==> config.mk <==
export PLATFORM = sky130hd
export DESIGN_NAME = alu_mc
export DESIGN_NICKNAME = d
export VERILOG_FILES = /design/src/rtl/alu_mc.sv
export SDC_FILE = /design/constraint.sdc
export NUM_CORES = 2
export LEC_CHECK = 0
export BUFFER_PORTS_ARGS = -buffer_cell sky130_fd_sc_hd__buf_2
export CAP_MARGIN = 10
export CELL_PAD_IN_SITES_DETAIL_PLACEMENT = 2
export CELL_PAD_IN_SITES_GLOBAL_PLACEMENT = 2
export CORE_UTILIZATION = 34
export DETAILED_ROUTE_END_ITERATION = 6
export PLACE_DENSITY = 0.88
export SYNTH_ARGS = -nofsm -noshare
export SYNTH_HDL_FRONTEND = slang
export SYNTH_SLANG_ARGS = --single-unit
==> constraint.sdc <==
create_clock -name clk -period 8.6 [get_ports clk]
set_input_delay 0.86 -clock clk [delete_from_list [all_inputs] [get_ports clk]]
set_output_delay 0.86 -clock clk [all_outputs]
set_load 0.05 [all_outputs]
==> src/rtl/alu_mc.sv <==
// Multi-cycle ALU: single-cycle logic/arith ops, iterative shift-add MUL.
// Define ALU_MC_DIV_EN to add an iterative restoring UDIV (opcode 1010).
module alu_mc #(
  parameter int N = 64
) (
  input  logic         clk,
  input  logic         reset,
  input  logic [N-1:0] a,
  input  logic [N-1:0] b1,
  input  logic [3:0]   ALUControl,
  input  logic         start,
  output logic [N-1:0] result,
  output logic         zero,
  output logic         busy,
  output logic         done
);

  localparam int SW = $clog2(N);

`ifdef ALU_MC_DIV_EN
  typedef enum logic [1:0] {
    IDLE = 2'd0,
    MUL  = 2'd1,
    DIV  = 2'd2
  } state_t;
`else
  typedef enum logic [1:0] {
    IDLE = 2'd0,
    MUL  = 2'd1
  } state_t;
`endif

  state_t        state;
  logic [SW-1:0] cnt;
  logic [N-1:0]  acc;
  logic [N-1:0]  mcd;
  logic [N-1:0]  mpl;
  logic [N-1:0]  alu_y;
  logic [N-1:0]  acc_nx;
  logic [SW-1:0] shamt;

  assign shamt = b1[SW-1:0];
  assign busy  = (state != IDLE);

  always_comb begin
    alu_y = '0;
    case (ALUControl)
      4'b0000: alu_y = a & b1;
      4'b0001: alu_y = a | b1;
      4'b0010: alu_y = a + b1;
      4'b0110: alu_y = a - b1;
      4'b0111: alu_y = b1;
      4'b1100: alu_y = ~(a | b1);
      4'b0011: alu_y = a << shamt;
      4'b0100: alu_y = a >> shamt;
      default: alu_y = '0;
    endcase
  end

  // MUL: acc accumulates, mcd is the shifted multiplicand, mpl the multiplier
  assign acc_nx = mpl[0] ? acc + mcd : acc;

`ifdef ALU_MC_DIV_EN
  // DIV reuses acc as remainder, mpl as dividend/quotient, mcd as divisor
  logic [N:0]   rsh;
  logic [N:0]   rdf;
  logic         ge;
  logic [N-1:0] rem_nx;
  logic [N-1:0] quo_nx;
  logic         dz;

  assign rsh    = {acc, mpl[N-1]};
  assign ge     = (rsh >= {1'b0, mcd});
  assign rdf    = rsh - {1'b0, mcd};
  assign rem_nx = ge ? rdf[N-1:0] : rsh[N-1:0];
  assign quo_nx = {mpl[N-2:0], ge};
`endif

  always_ff @(posedge clk or posedge reset) begin
    if (reset) begin
      state  <= IDLE;
      cnt    <= '0;
      acc    <= '0;
      mcd    <= '0;
      mpl    <= '0;
      result <= '0;
      zero   <= 1'b1;
      done   <= 1'b0;
`ifdef ALU_MC_DIV_EN
      dz     <= 1'b0;
`endif
    end else begin
      done <= 1'b0;
      case (state)
        IDLE: begin
          if (start) begin
            if (ALUControl == 4'b1000) begin
              state <= MUL;
              acc   <= '0;
              mcd   <= a;
              mpl   <= b1;
              cnt   <= SW'(N - 1);
`ifdef ALU_MC_DIV_EN
            end else if (ALUControl == 4'b1010) begin
              state <= DIV;
              acc   <= '0;
              mcd   <= b1;
              mpl   <= a;
              dz    <= (b1 == '0);
              cnt   <= SW'(N - 1);
`endif
            end else begin
              result <= alu_y;
              zero   <= (alu_y == '0);
              done   <= 1'b1;
            end
          end
        end
        MUL: begin
          acc <= acc_nx;
          mcd <= mcd << 1;
          mpl <= mpl >> 1;
          cnt <= cnt - SW'(1);
          if (cnt == '0) begin
            state  <= IDLE;
            result <= acc_nx;
            zero   <= (acc_nx == '0);
            done   <= 1'b1;
          end
        end
`ifdef ALU_MC_DIV_EN
        DIV: begin
          acc <= rem_nx;
          mpl <= quo_nx;
          cnt <= cnt - SW'(1);
          if (cnt == '0) begin
            state  <= IDLE;
            result <= dz ? '0 : quo_nx;
            zero   <= dz | (quo_nx == '0);
            done   <= 1'b1;
          end
        end
`endif
        default: state <= IDLE;
      endcase
    end
  end

endmodule

==> reports/qor.yml <==
floorplanning:
  start_util: 0.343
  fp.dieW_microns: 320
  rows: 116
  die_h_microns: 320
  io_pins: 202
  coreArea_sq_um: 100000
  dieArea_sq_um: 102000
clock_network:
  clockBufferDepth: 3
  cts.htree.levels: 2
  cts_resized: 0
  postCtsSetupRepairBufs: 0
  cts_tree: "built"
  worstSkewPairLatency_ns: 0.65
  clock-root-buffer: "clkbuf_16"
  cts_num_sinks: 265
  clk_pin_slew_ns: 0.06
  postCtsHoldBufs: 0
  cts-buffers-inserted: 37
route:
  routedWlPerCell_microns: 36.7
  drc: 0
  dr.pass1.iters: 6
  vias: 39703
  drtIter0Drc: 4398
  wl_microns: 210000
  antenna_left: 0
  vias_per_cell: 6.95
sta:
  max_slew_margin: -0.0682
  rsz0062_at_grt: "false"
  slew_violations: 2
  fmax_mhz: 126
  fin_tns_setup_ns: 0
  whs_ns: 0.339
  hold_viol_final: 0
  fin_worst_skew_ns: 0.0352
  setup_ws_ns: 0.656
  setup_viol: 0
  post-route-min-period_ns: 7.94
  tightest_slew_ns: 1.59
  period_share: 0.924
setup_path:
  crit_arrival_ns: 8.50
  start_kind: "input pin"
  end_kind: "register"
  crit_fanout: 8
  cp.required_ns: 9.15
  crit_type: "input pin to register"
place:
  pre_cts_slack_ns: 0.309
  place.gp.congestion: 1.08
  portBuffers: 201
  hpwl_microns: 161000
  dp_cells: 5647
  placed_area_sq_um: 36200
yosys:
  synth-edff-count: 0
  synth_ff_type: "dfrtp_1"
  synthXorXnorAreaFrac: 0.0374
  synth_nets: 4728
  synthArstFlopShare: 1.00
  ys_warn_count: 0
  synth_cell_types: 100
  muxShareOfSynthArea: 0.195
  synthAdderAreaFrac: 0.0640
  synth_area_sq_um: 34400
  synth_seq_cells: 265
  synth_compound_area_frac: 0.255
  avgSynthCellArea_sq_um: 7.71
  synth_top_family_by_area: "compound AO/OA/AOI/OAI gates"
  syn_inst: 4460
  synth_seq_area_share: 0.193
  synth_simple_gate_area_frac: 0.195
power_and_ir_drop:
  power_mw: 8.99
  p_leak_nw: 14.9
  power.density_nw_per_um2: 240
  peakVddDrop_mv: 0.185
outcome:
  violations: "capacitance limit, slew limit"
  outcome: "finished, violations left"
global_routing:
  grt_remaining_overflow: 0
  grt_max_degree: 195
  grt_pass1_vias: 40424
  grtUsageTotal: 0.398
  grt_pass1_wl_microns: 299000
  antenna_found_initial: 12
layout:
  areaGrowthSynthToFinish_pct: 8.95
  final_util: 0.374
  nets: 4656
  design_area_sq_um: 37500
  drive_above_1_share: 0.140
  layoutNonFillerInstCount: 5714
worst_hold_path:
  min_path_type: "input pin to async pin"
run:
  cap_violations: 1
layer usage:
| layer | part of all wire | vias up | global-route usage |
|---|---|---|---|
| met3 | 0.089 | 554 | 0.0870 |
| met5 | 0.00033 | - | 0 |
| met1 | 0.41 | 20443 | 0.510 |
| met2 | 0.44 | 2208 | 0.612 |
| li1 | - | 16486 | - |
| met4 | 0.068 | 12 | 0.234 |
cell type report:
cell class / count / area [sq um]
Antenna cell: 2 / 5.00
Clock buffer: 52 / 1050
Clock inverter: 13 / 185
Fill cell: 11500 / 62700
Inverter: 60 / 238
Multi-Input combinational cell: 3702 / 25700
Sequential cell: 265 / 6640
Tap cell: 1298 / 1620
Timing Repair Buffer: 322 / 1990
cell families after synthesis:
family          after synthesis
simple gates               1488
compound gates             1392
buf+inv                     493
mux                         490
flops                       265
fa+ha+maj                   185
xor+xnor                    147
report_power, final:
part           total, mW  internal (mW)  switching, mW
Combinational       5.18           1.57           3.61
Clock               1.67          0.951          0.721
Sequential          2.14           1.71          0.426
Total               8.99           4.23           4.76
worst max-delay path, cell delays in order:
cell       delay, ns
buf_2           0.16
or4_1           0.64
nor3_1          0.23
nand4_1         0.36
nor2_1          0.35
nand2_1         0.20
nor3_1          0.21
buf_4           0.19
inv_1           0.07
o21ai_0         0.19
xor2_1          0.12
ha_1            0.49
nand4_1         0.40
nor4_1          0.62
nand2_1         0.11
a21oi_1         0.23
nor3_1          0.08
buf_4           0.18
xnor2_1         0.13
a211oi_1        0.71
and2_1          0.24
nand4bb_1       0.11
or4b_1          0.52
or4_1           0.48
or4_1           0.43
o211ai_2        0.18
flip-flops by register name, indices dropped and copies added, names as in the netlist:
name,count
acc,64
mcd,64
zero,1
state,1
result,64
cnt,6
mpl,64
done,1
final timing paths:
| kind | startpoint | endpoint | slack (ns) | cells after the start |
|---|---|---|---|---|
| worst max-delay path | b1[14] | zero | 0.66 | 26 |
| worst min-delay path | reset | acc[13] | 0.34 | 2 |
| worst max register to register | mcd[0] | zero | 2.46 | 16 |
| worst min register to register | mpl[56] | mpl[55] | 0.49 | 2 |
| max in group asynchronous | reset | done | 6.83 | 3 |
| min in group clk | mpl[56] | mpl[55] | 0.49 | 2 |
synth_stat cells (all sizes together) (23+ instances only):
cell	count	area [sq um]
a211oi	52	390
a21o	69	518
a21oi	355	1780
a221oi	25	219
a22oi	55	418
a31oi	34	213
buf	110	654
clkbuf	323	1210
dfrtp	264	6610
ha	131	1640
inv	57	214
maj3	52	521
mux2	77	875
mux2i	287	2880
mux4	126	2940
nand2	650	2440
nand3	75	375
nand4	76	475
nor2	364	1370
nor3	103	515
nor4	37	250
o211ai	52	395
o21a	23	173
o21ai	399	2000
o21bai	23	173
o221ai	27	236
o22ai	58	363
o31ai	61	458
or3	25	156
xnor2	78	683
xor2	69	604
cells in the final DEF (no fill, tap or decap), types with 25 or more instances in the layout:
cell,Yosys,routed
o21ai_0,384,384
dfrtp_1,264,262
maj3_1,52,52
o221ai_1,27,27
mux2i_1,284,284
o22ai_1,58,58
mux4_2,98,98
o31ai_1,61,61
a211oi_1,52,52
clkbuf_16,0,38
a21oi_1,355,355
o211ai_1,51,51
a22oi_1,54,54
nor2_1,364,363
nor3_1,103,100
xnor2_1,78,78
a31oi_1,34,34
nand2_1,650,647
buf_4,6,118
mux4_1,28,28
nand4_1,76,76
a221oi_1,25,25
ha_1,131,131
buf_2,30,197
nand3_1,75,75
inv_1,55,51
nor4_1,34,33
xor2_1,69,69
mux2_2,73,73
a21o_1,69,69
or3_1,25,25
(Power assumes the default switching activity.)
